==> src/rtl/tlp_lcrc_framer_if.sv <==
// tlp_lcrc_framer_if -- stream bundle around the LCRC framer.
//   in_*  : TLP beats from the TX queue (data/valid/sop/eop in, ready back)
//   out_* : framed beats to the replay buffer (data/valid/sop/eop out, ready in)
// Modports:
//   slave  : the framer's view (consumes in_*, produces out_*)
//   master : the surrounding environment's view
interface tlp_lcrc_framer_if #(
  parameter int DATA_W = 32
);
  logic [DATA_W-1:0] in_data;
  logic              in_valid;
  logic              in_sop;
  logic              in_eop;
  logic              in_ready;
  logic [DATA_W-1:0] out_data;
  logic              out_valid;
  logic              out_sop;
  logic              out_eop;
  logic              out_ready;

  modport master (
    output in_data, in_valid, in_sop, in_eop,
    input  in_ready,
    input  out_data, out_valid, out_sop, out_eop,
    output out_ready
  );

  modport slave (
    input  in_data, in_valid, in_sop, in_eop,
    output in_ready,
    output out_data, out_valid, out_sop, out_eop,
    input  out_ready
  );
endinterface

==> src/rtl/tlp_lcrc_framer.sv <==
// tlp_lcrc_framer -- wraps each TLP as: header beat (sequence number),
// the TLP beats unchanged, then a trailer beat carrying the LCRC.
// Ports:
//   clk, rst      : clock, synchronous active-high reset
//   bus (slave)   : in_* TLP stream, out_* framed stream (single output reg)
//   seq_load      : load next_seq from seq_load_val on the next edge
//   next_seq      : sequence number the next header will carry
//   tlp_done      : pulse in the cycle the trailer is accepted downstream
//   drop_err      : pulse one cycle after a non-sop beat is discarded in IDLE
// Optional feature macro: LCRC_INV_EN -- CRC register starts at all ones and
// the trailer carries the complemented register (PCIe-style LCRC).
module tlp_lcrc_framer #(
  parameter int          DATA_W   = 32,
  parameter int          CRC_W    = 32,
  parameter logic [31:0] CRC_POLY = 32'h04C11DB7,
  parameter int          SEQ_W    = 12
) (
  input  logic             clk,
  input  logic             rst,
  tlp_lcrc_framer_if.slave bus,
  input  logic             seq_load,
  input  logic [SEQ_W-1:0] seq_load_val,
  output logic [SEQ_W-1:0] next_seq,
  output logic             tlp_done,
  output logic             drop_err
);

  localparam logic [1:0] IDLE = 2'd0;
  localparam logic [1:0] DATA = 2'd1;
  localparam logic [1:0] CRC  = 2'd2;

  localparam logic [CRC_W-1:0] POLY = CRC_POLY[CRC_W-1:0];
`ifdef LCRC_INV_EN
  localparam logic [CRC_W-1:0] INIT   = '1;
  localparam logic [CRC_W-1:0] XOROUT = '1;
`else
  localparam logic [CRC_W-1:0] INIT   = '0;
  localparam logic [CRC_W-1:0] XOROUT = '0;
`endif

  // Whole beat absorbed in one cycle, MSB first, non-reflected.
  function automatic logic [CRC_W-1:0] crc_beat(input logic [CRC_W-1:0] c_in,
                                                input logic [DATA_W-1:0] d);
    logic [CRC_W-1:0] c;
    logic             fb;
    c = c_in;
    for (int i = DATA_W-1; i >= 0; i--) begin
      fb = c[CRC_W-1] ^ d[i];
      c  = {c[CRC_W-2:0], 1'b0} ^ (fb ? POLY : '0);
    end
    return c;
  endfunction

  logic [1:0]        state_q, state_d;
  logic [DATA_W-1:0] out_data_q, out_data_d;
  logic              out_valid_q, out_valid_d;
  logic              out_sop_q, out_sop_d;
  logic              out_eop_q, out_eop_d;
  logic [CRC_W-1:0]  crc_q, crc_d;
  logic [SEQ_W-1:0]  seq_q, seq_d;
  logic              drop_q, drop_d;
  logic              slot_free;
  logic              done;
  logic              in_ready;
  logic [DATA_W-1:0] hdr;

  assign slot_free = !out_valid_q || bus.out_ready;
  assign done      = out_valid_q && bus.out_ready && out_eop_q;

  // Load beats increment; seq_d is also what a header loaded this cycle
  // carries, so a trailer accepted in the same cycle is already counted.
  assign seq_d = seq_load ? seq_load_val
               : (done ? seq_q + 1'b1 : seq_q);

  assign hdr = DATA_W'(16'(seq_d)) << (DATA_W-16);

  always_comb begin
    state_d     = state_q;
    out_data_d  = out_data_q;
    out_valid_d = out_valid_q && !bus.out_ready;
    out_sop_d   = out_sop_q;
    out_eop_d   = out_eop_q;
    crc_d       = crc_q;
    drop_d      = 1'b0;
    in_ready    = 1'b0;
    case (state_q)
      IDLE: begin
        // The sop beat is held here; it is taken as data once in DATA.
        in_ready = !bus.in_sop;
        if (bus.in_valid) begin
          if (bus.in_sop) begin
            if (slot_free) begin
              out_data_d  = hdr;
              out_valid_d = 1'b1;
              out_sop_d   = 1'b1;
              out_eop_d   = 1'b0;
              crc_d       = crc_beat(INIT, hdr);
              state_d     = DATA;
            end
          end else begin
            drop_d = 1'b1;
          end
        end
      end
      DATA: begin
        in_ready = slot_free;
        if (bus.in_valid && slot_free) begin
          out_data_d  = bus.in_data;
          out_valid_d = 1'b1;
          out_sop_d   = 1'b0;
          out_eop_d   = 1'b0;
          crc_d       = crc_beat(crc_q, bus.in_data);
          if (bus.in_eop) state_d = CRC;
        end
      end
      CRC: begin
        if (slot_free) begin
          out_data_d  = DATA_W'(crc_q ^ XOROUT) << (DATA_W-CRC_W);
          out_valid_d = 1'b1;
          out_sop_d   = 1'b0;
          out_eop_d   = 1'b1;
          state_d     = IDLE;
        end
      end
      default: state_d = IDLE;
    endcase
  end

  always_ff @(posedge clk) begin
    if (rst) begin
      state_q     <= IDLE;
      out_data_q  <= '0;
      out_valid_q <= 1'b0;
      out_sop_q   <= 1'b0;
      out_eop_q   <= 1'b0;
      crc_q       <= INIT;
      seq_q       <= '0;
      drop_q      <= 1'b0;
    end else begin
      state_q     <= state_d;
      out_data_q  <= out_data_d;
      out_valid_q <= out_valid_d;
      out_sop_q   <= out_sop_d;
      out_eop_q   <= out_eop_d;
      crc_q       <= crc_d;
      seq_q       <= seq_d;
      drop_q      <= drop_d;
    end
  end

  assign bus.in_ready  = in_ready;
  assign bus.out_data  = out_data_q;
  assign bus.out_valid = out_valid_q;
  assign bus.out_sop   = out_sop_q;
  assign bus.out_eop   = out_eop_q;
  assign next_seq      = seq_q;
  assign tlp_done      = done;
  assign drop_err      = drop_q;

endmodule
==> src/flat_wrapper.sv <==
// flat-port wrapper written by rule: the top's interface ports become plain ports
module tlp_lcrc_framer_flat 
#(
  parameter int          DATA_W   = 32,
  parameter int          CRC_W    = 32,
  parameter logic [31:0] CRC_POLY = 32'h04C11DB7,
  parameter int          SEQ_W    = 12
)
  (clk, rst, seq_load, seq_load_val, next_seq, tlp_done, drop_err, bus_in_data, bus_in_valid, bus_in_sop, bus_in_eop, bus_in_ready, bus_out_data, bus_out_valid, bus_out_sop, bus_out_eop, bus_out_ready);
  tlp_lcrc_framer_if #(.DATA_W(DATA_W)) bus_i ();
  input  logic clk;
  input  logic rst;
  input  logic seq_load;
  input  logic [SEQ_W-1:0] seq_load_val;
  output logic [SEQ_W-1:0] next_seq;
  output logic tlp_done;
  output logic drop_err;
  input wire logic [$bits(bus_i.in_data)-1:0] bus_in_data;
  input wire logic [$bits(bus_i.in_valid)-1:0] bus_in_valid;
  input wire logic [$bits(bus_i.in_sop)-1:0] bus_in_sop;
  input wire logic [$bits(bus_i.in_eop)-1:0] bus_in_eop;
  output wire logic [$bits(bus_i.in_ready)-1:0] bus_in_ready;
  output wire logic [$bits(bus_i.out_data)-1:0] bus_out_data;
  output wire logic [$bits(bus_i.out_valid)-1:0] bus_out_valid;
  output wire logic [$bits(bus_i.out_sop)-1:0] bus_out_sop;
  output wire logic [$bits(bus_i.out_eop)-1:0] bus_out_eop;
  input wire logic [$bits(bus_i.out_ready)-1:0] bus_out_ready;
  assign bus_i.in_data = bus_in_data;
  assign bus_i.in_valid = bus_in_valid;
  assign bus_i.in_sop = bus_in_sop;
  assign bus_i.in_eop = bus_in_eop;
  assign bus_in_ready = bus_i.in_ready;
  assign bus_out_data = bus_i.out_data;
  assign bus_out_valid = bus_i.out_valid;
  assign bus_out_sop = bus_i.out_sop;
  assign bus_out_eop = bus_i.out_eop;
  assign bus_i.out_ready = bus_out_ready;
  tlp_lcrc_framer #(.DATA_W(DATA_W), .CRC_W(CRC_W), .CRC_POLY(CRC_POLY), .SEQ_W(SEQ_W)) u_core (.clk(clk), .rst(rst), .bus(bus_i), .seq_load(seq_load), .seq_load_val(seq_load_val), .next_seq(next_seq), .tlp_done(tlp_done), .drop_err(drop_err));
endmodule
==> config.mk <==
export PLATFORM = sky130hd
export DESIGN_NAME = tlp_lcrc_framer_flat
export DESIGN_NICKNAME = d
export VERILOG_FILES = /design/src/rtl/tlp_lcrc_framer_if.sv /design/src/rtl/tlp_lcrc_framer.sv /design/src/flat_wrapper.sv
export SDC_FILE = /design/constraint.sdc
export NUM_CORES = 1
export LEC_CHECK = 0
export CORE_ASPECT_RATIO = 0.8
export CORE_MARGIN = 1
export CORE_UTILIZATION = 47
export CTS_BUF_LIST = sky130_fd_sc_hd__clkbuf_16
export DETAILED_ROUTE_END_ITERATION = 8
export PLACE_DENSITY = 0.79
export SYNTH_ARGS = -nofsm -noshare
export SYNTH_HDL_FRONTEND = slang
export SYNTH_SLANG_ARGS = --single-unit
==> constraint.sdc <==
create_clock -name clk -period 9.58 [get_ports clk]
set_input_delay 1.437 -clock clk [delete_from_list [all_inputs] [get_ports clk]]
set_output_delay 1.437 -clock clk [all_outputs]
set_load 0.02 [all_outputs]
==> results of run 1 <==
-- layout make-up --
type	instances	area share, %
Clock inverter	7	0.7104
Inverter	9	0.3365
Multi-Input combinational cell	737	66.51
Tap cell	225	2.804
Clock buffer	9	2.243
Timing Repair Buffer	115	11.04
Sequential cell	82	16.35
-- logic make-up after synthesis --
group,count (synthesis),synth area share [%]
multiplexers,10,1.178
XOR/XNOR,376,53.70
adder cells (fa/ha/maj),5,0.7363
flip-flops,82,19.32
buffers and inverters,50,2.238
AO/OA/AOI/OAI,159,13.14
AND/OR/NAND/NOR,187,9.689
-- state kept, by name (all words and copies together) (netlist names) --
name,count
u_core.crc_q,32
u_core.bus.out_sop,1
u_core.bus.out_data,32
u_core.next_seq,12
u_core.state_q,2
u_core.drop_err,1
u_core.bus.out_valid,1
u_core.bus.out_eop,1
-- metrics by stage --
| stage | worst slack [ns] | hold slack [ns] |
|---|---|---|
| 2_1_floorplan | 4.987 | 0.4439 |
| 3_3_place_gp | 3.972 | 0.4427 |
| 3_5_place_dp | 3.797 | 0.4494 |
| 4_1_cts | 4.157 | 0.4592 |
| 5_1_grt | 3.862 | 0.4783 |
| 6_report | 4.050 | 0.4581 |
-- path summary, 6_finish.rpt --
kind,from,to,cells after the start
setup / recovery,bus_out_ready,u_core.crc_q[13],11
hold / removal,u_core.bus.out_data[6],u_core.bus.out_data[6],2
setup reg to reg,u_core.bus.out_eop,u_core.crc_q[13],10
hold reg to reg,u_core.bus.out_data[6],u_core.bus.out_data[6],2
-- critical path, cell delays in order --
cell and delay (ns):
clkdlybuf4s50_1 0.56, nand4_1 0.46, nor4_1 0.49, xnor2_1 0.12, mux2i_1 0.70, xnor2_1 0.43, xnor3_1 0.59, xnor3_1 0.44
xnor2_1 0.15, a211o_1 0.32, a21oi_1 0.11
-- cell usage in the layout, fill, tap and decap left out, types with 3 or more instances in the layout --
| cell | n |
|---|---|
| nand3_1 | 23 |
| a22o_1 | 32 |
| xor2_4 | 4 |
| xor2_2 | 6 |
| o31ai_2 | 3 |
| xnor2_4 | 7 |
| a21oi_1 | 56 |
| a22oi_1 | 9 |
| xor3_2 | 5 |
| nand4_1 | 6 |
| mux2i_1 | 9 |
| xnor3_2 | 6 |
| ha_1 | 4 |
| inv_1 | 9 |
| buf_4 | 15 |
| xnor2_1 | 209 |
| nand2b_1 | 6 |
| xnor2_2 | 17 |
| nor2_1 | 40 |
| a211oi_1 | 8 |
| xor2_1 | 70 |
| xor3_1 | 3 |
| o21ai_0 | 18 |
| a222oi_1 | 5 |
| dfxtp_1 | 82 |
| o211ai_1 | 5 |
| nor3_1 | 9 |
| o21a_1 | 3 |
| xnor3_1 | 49 |
| nor4_1 | 5 |
| nand2_1 | 89 |
| clkbuf_16 | 9 |
| clkdlybuf4s50_1 | 99 |
-- metal layers --
layer | vias to the layer above | routed length, um | track usage (%)
li1 | 3144 | - | -
met1 | 3322 | 11560 | 40.64
met2 | 365 | 10740 | 40.78
met3 | 30 | 2791 | 8.651
met4 | 0 | 338 | 6.122
met5 | - | 0 | 0
==> metrics.md, run 1 <==
| Metric | Value |
|---|---|
| Slew Limit Fails | `0` |
| Most common cell in the synthesized netlist | `xnor2_1` |
| Final Setup Violations | `0` |
| Startpoint types | `primary input` |
| Synth cell types | `56` |
| Most frequent cells after synthesis | `xnor2_1 (209), nand2_1 (89), dfxtp_1 (82), xor2_1 (70), a21oi_1 (56)` |
| Worst Skew | `0.01087 ns` |
| Inserted Clock Buffers | `9` |
| GRT Resource Usage Total | `28.10%` |
| Layout cells sized above 1 | `9.281%` |
| Die area | `0.01862 mm^2` |
| Average routed wire per standard cell | `21.48 um` |
| CP endpoint kind | `flop` |
| Critical path type | `in2reg` |
| Primary FF master, synth | `dfxtp_1` |
| Floorplan row count | `43` |
| Detailed placement HPWL | `19980 um` |
| Final hold vios | `0` |
| Number of top-level pins | `101` |
| Synth top area share | `21.54%` |
| Via Count | `6861` |
| Initial DRT Pass Iterations | `7` |
| Clock tree root buffer cell | `clkbuf_16` |
| Avg Cell Area, Syn | `9.778 um^2` |
| Status | `finished with violations` |
| Vias/cell | `5.795` |
| Slew HR | `18.33%` |
| Worst-Margin Slew | `1.225 ns` |
| Mapped Nets | `925` |
| Final nets | `1010` |
| Clk_lat worst skew | `0.36 ns` |
| Detailed Route WL | `25440 um` |
| TNS Setup | `0 ns` |
| Final Non-Filler Cells | `1184` |
| Fmax | `180.8 MHz` |
| Failing checks | `design-rule violations` |
| Hold-fix buffers, CTS | `0` |
| Grt total ovfl | `0` |
| Final period util | `57.73%` |
| Clk sink count | `82` |
| Register area share after synthesis | `19.32%` |
| Post-route design area | `0.01004 mm^2` |
| # diodes | `0` |
| Netlist Area Pre-Place | `0.008497 mm^2` |
| Routability Congestion | `0.9933` |
| Vias in the first global route | `6268` |
| H-tree Lvls | `3` |
| Multi-input gate area | `0.006678 mm^2` |
| Initial antenna violation count | `0` |
| Post-cts sizing count | `0` |
| Initial core utilization | `48.59%` |
| Post-CTS Setup Inserts | `0` |
| Clk slew on worst S/H paths | `0.07 ns` |
| Synth warn | `0` |
| Placed cells | `1168` |
| Die height | `122.3 um` |
| Reg-to-reg setup timing slack | `5.23 ns` |
| Min Tclk post-route | `5.530 ns` |
| Number of synthesized flops with an enable pin | `0` |
| Critical Path RT | `9.87 ns` |
| Final core utilization | `57.42%` |
| Port buffer count | `100` |
| DRC errors left | `13` |
| Ys async rst share | `0%` |
| Layout area overhead | `18.16%` |
| Max-Cap Viols | `0` |
| CTS tree | `done` |
| Placed inst area | `0.009743 mm^2` |
| RSZ-0062 raised after global routing | `false` |
| Largest net degree at the start of global routing | `82` |
| Clock Path Buffers | `2` |
| Post-Synthesis Cells | `869` |
| DRT antenna net count | `0` |
| Layout filler cell count | `1477` |
| Crit path max fanout | `12` |
| Core Box Area | `0.01749 mm^2` |
| Largest area contributor in the netlist | `xnor2_1` |
| Hold Path Class | `reg2reg` |
| First-pass GRT wire length | `38970 um` |
| CP arrival | `5.82 ns` |
| Iteration-0 DRC Markers | `808` |
| Leading post-synthesis cells by cell area | `xnor2_1 (22%), dfxtp_1 (19%), xnor3_1 (13%), xor2_1 (7.2%), nand2_1 (3.9%)` |
| Sequential standard cell area | `0.001642 mm^2` |
| Synth Register Bits | `82` |
| Die Wd | `152.3 um` |
Power of run 1 is not shown: default switching activity piles up to over one toggle a cycle in this logic, so the estimate is an artifact.
==> inputs of run 2 (changes only) <==
==> constraint.sdc (replaced) <==
create_clock -name clk -period 5.3 [get_ports clk]
set_input_delay 0.795 -clock clk [delete_from_list [all_inputs] [get_ports clk]]
set_output_delay 0.795 -clock clk [all_outputs]
set_load 0.02 [all_outputs]
==> metrics.md, run 2 (synthesis gave the netlist of run 1 again) <==
| Metric | Value |
|---|---|
| Fmax | `211.7 MHz` |
| Worst-Margin Slew | `1.176 ns` |
| DRC errors left | `13` |
| Clock tree root buffer cell | `clkbuf_16` |
| First-pass GRT wire length | `39700 um` |
| Initial antenna violation count | `0` |
| Clock Path Buffers | `2` |
| Inserted Clock Buffers | `9` |
| Multi-input gate area | `0.006674 mm^2` |
| GRT Resource Usage Total | `28.50%` |
| Commonest non-fill, non-tap cell in the layout | `xnor2_1` |
| TNS Setup | `0 ns` |
| Largest net degree at the start of global routing | `64` |
| Port buffer count | `100` |
| Detailed placement HPWL | `20390 um` |
| Post-cts sizing count | `0` |
| RSZ-0062 raised after global routing | `false` |
| Layout cells sized above 1 | `10.94%` |
| Final nets | `1029` |
| Floorplan row count | `43` |
| Sequential standard cell area | `0.001642 mm^2` |
| H-tree Lvls | `3` |
| Critical Path Most Common Cell | `xnor2_1` |
| Final period util | `89.11%` |
| Grt total ovfl | `0` |
| Post-CTS Setup Inserts | `0` |
| Layout area overhead | `19.73%` |
| Iteration-0 DRC Markers | `875` |
| Die height | `122.3 um` |
| Clk sink count | `82` |
| Vias in the first global route | `6623` |
| Via Count | `6934` |
| Hold-fix buffers, CTS | `0` |
| Final Setup Violations | `0` |
| Max-Cap Viols | `0` |
| Failing checks | `design-rule violations` |
| DRT antenna net count | `0` |
| Clk_lat worst skew | `0.36 ns` |
| Critical Path Slowest Stage Cell | `xnor3_2` |
| Final hold vios | `0` |
| Slew Limit Fails | `0` |
| # diodes | `0` |
| Die Wd | `152.3 um` |
| Number of top-level pins | `101` |
| Commonest cells after routing, fill and taps aside | `xnor2_1 (209), clkdlybuf4s50_1 (99), nand2_1 (89)` |
| Routability Congestion | `1.014` |
| Core Box Area | `0.01749 mm^2` |
| CP top delay family | `XOR/XNOR gates` |
| Crit path max fanout | `6` |
| Vias/cell | `5.764` |
| Critical Path RT | `5.59 ns` |
| Slew HR | `21.57%` |
| Status | `finished with violations` |
| CP arrival | `5.02 ns` |
| Average routed wire per standard cell | `21.55 um` |
| Startpoint types | `primary input` |
| Die area | `0.01862 mm^2` |
| Worst Skew | `0.01080 ns` |
| Hold Path Class | `reg2reg` |
| Detailed Route WL | `25920 um` |
| Layout filler cell count | `1416` |
| Initial core utilization | `48.59%` |
| Min Tclk post-route | `4.723 ns` |
| CTS tree | `done` |
| Initial DRT Pass Iterations | `9` |
| CP Buf/Inv Count | `1` |
| Critical path type | `in2reg` |
| Cells along the critical path | `clkdlybuf4s50_1 > xnor2_1 > xor3_2 > xnor2_2 > xnor3_2 > xnor3_2 > xnor2_1 > xnor2_1 > a211oi_1 > a21oi_1 > nor2_1` |
| Clk slew on worst S/H paths | `0.08 ns` |
| Max incr delay on CP | `0.66 ns` |
| CP endpoint kind | `flop` |
-- run 2: worst register-to-register path, stage by stage, from the launching register on --
cell and delay [ns]:
dfxtp_1 0.37, xnor2_1 0.44, xor3_2 0.48, xnor2_2 0.36, xnor3_2 0.66, xnor3_2 0.60, xnor2_1 0.26, xnor2_1 0.13
a211oi_1 0.59, a21oi_1 0.09, nor2_1 0.11
-- run 2: final timing paths --
check,slack (ns),endpoint,depth (start not counted),startpoint
max,0.58,u_core.crc_q[31],11,bus_in_data[17]
min,0.45,u_core.bus.out_data[21],2,u_core.bus.out_data[21]
min reg2reg,0.45,u_core.bus.out_data[21],2,u_core.bus.out_data[21]
max reg2reg,1.15,u_core.crc_q[31],10,u_core.crc_q[17]
-- run 2: cell type report --
class | instances | share of cell area (%)
Clock buffer | 9 | 2.214
Clock inverter | 7 | 0.6518
Inverter | 9 | 0.3321
Multi-Input combinational cell | 737 | 65.60
Sequential cell | 82 | 16.14
Tap cell | 225 | 2.767
Timing Repair Buffer | 134 | 12.30
-- run 2: through the flow --
stage | std cells | hold slack (ns) | cell area (um^2) | setup WS [ns] | utilization (%)
after floorplan | 869 | 0.4439 | 8497 | 1.349 | -
after detailed placement | 1187 | 0.4475 | 9882 | 0.2656 | 56.52
after global placement | 1187 | 0.4424 | 9882 | 0.2924 | 56.52
after CTS | 1203 | 0.4572 | 10170 | 0.6280 | 58.18
final | 1203 | 0.4549 | 10170 | 0.5772 | 58.18
after global routing | 1203 | 0.4763 | 10170 | 0.4391 | 58.18
-- run 2: routing by layer --
| metal | part of all wire (%) | vias up | track usage, % | wire (um) |
|---|---|---|---|---|
| met1 | 44 | 3325 | 41.12 | 11510 |
| met3 | 11 | 26 | 6.321 | 2894 |
| met4 | 1.4 | 0 | 6.633 | 352 |
| met5 | 0 | - | 0 | 0 |
| met2 | 43 | 393 | 43.29 | 11160 |
| li1 | - | 3190 | - | - |
Power of run 2 is left out for the same reason.
==> inputs of run 3 (changes only) <==
--- a/config.mk
+++ b/config.mk
@@ -11,6 +11,7 @@
 export CTS_BUF_LIST = sky130_fd_sc_hd__clkbuf_16
 export DETAILED_ROUTE_END_ITERATION = 8
 export PLACE_DENSITY = 0.79
+export SKIP_LAST_GASP = 1
 export SYNTH_ARGS = -nofsm -noshare
 export SYNTH_HDL_FRONTEND = slang
 export SYNTH_SLANG_ARGS = --single-unit
==> results of run 3 <==
Same layout as run 2: the final DEF is identical, and so are final timing and power.
Power of run 3 is left out for the same reason.
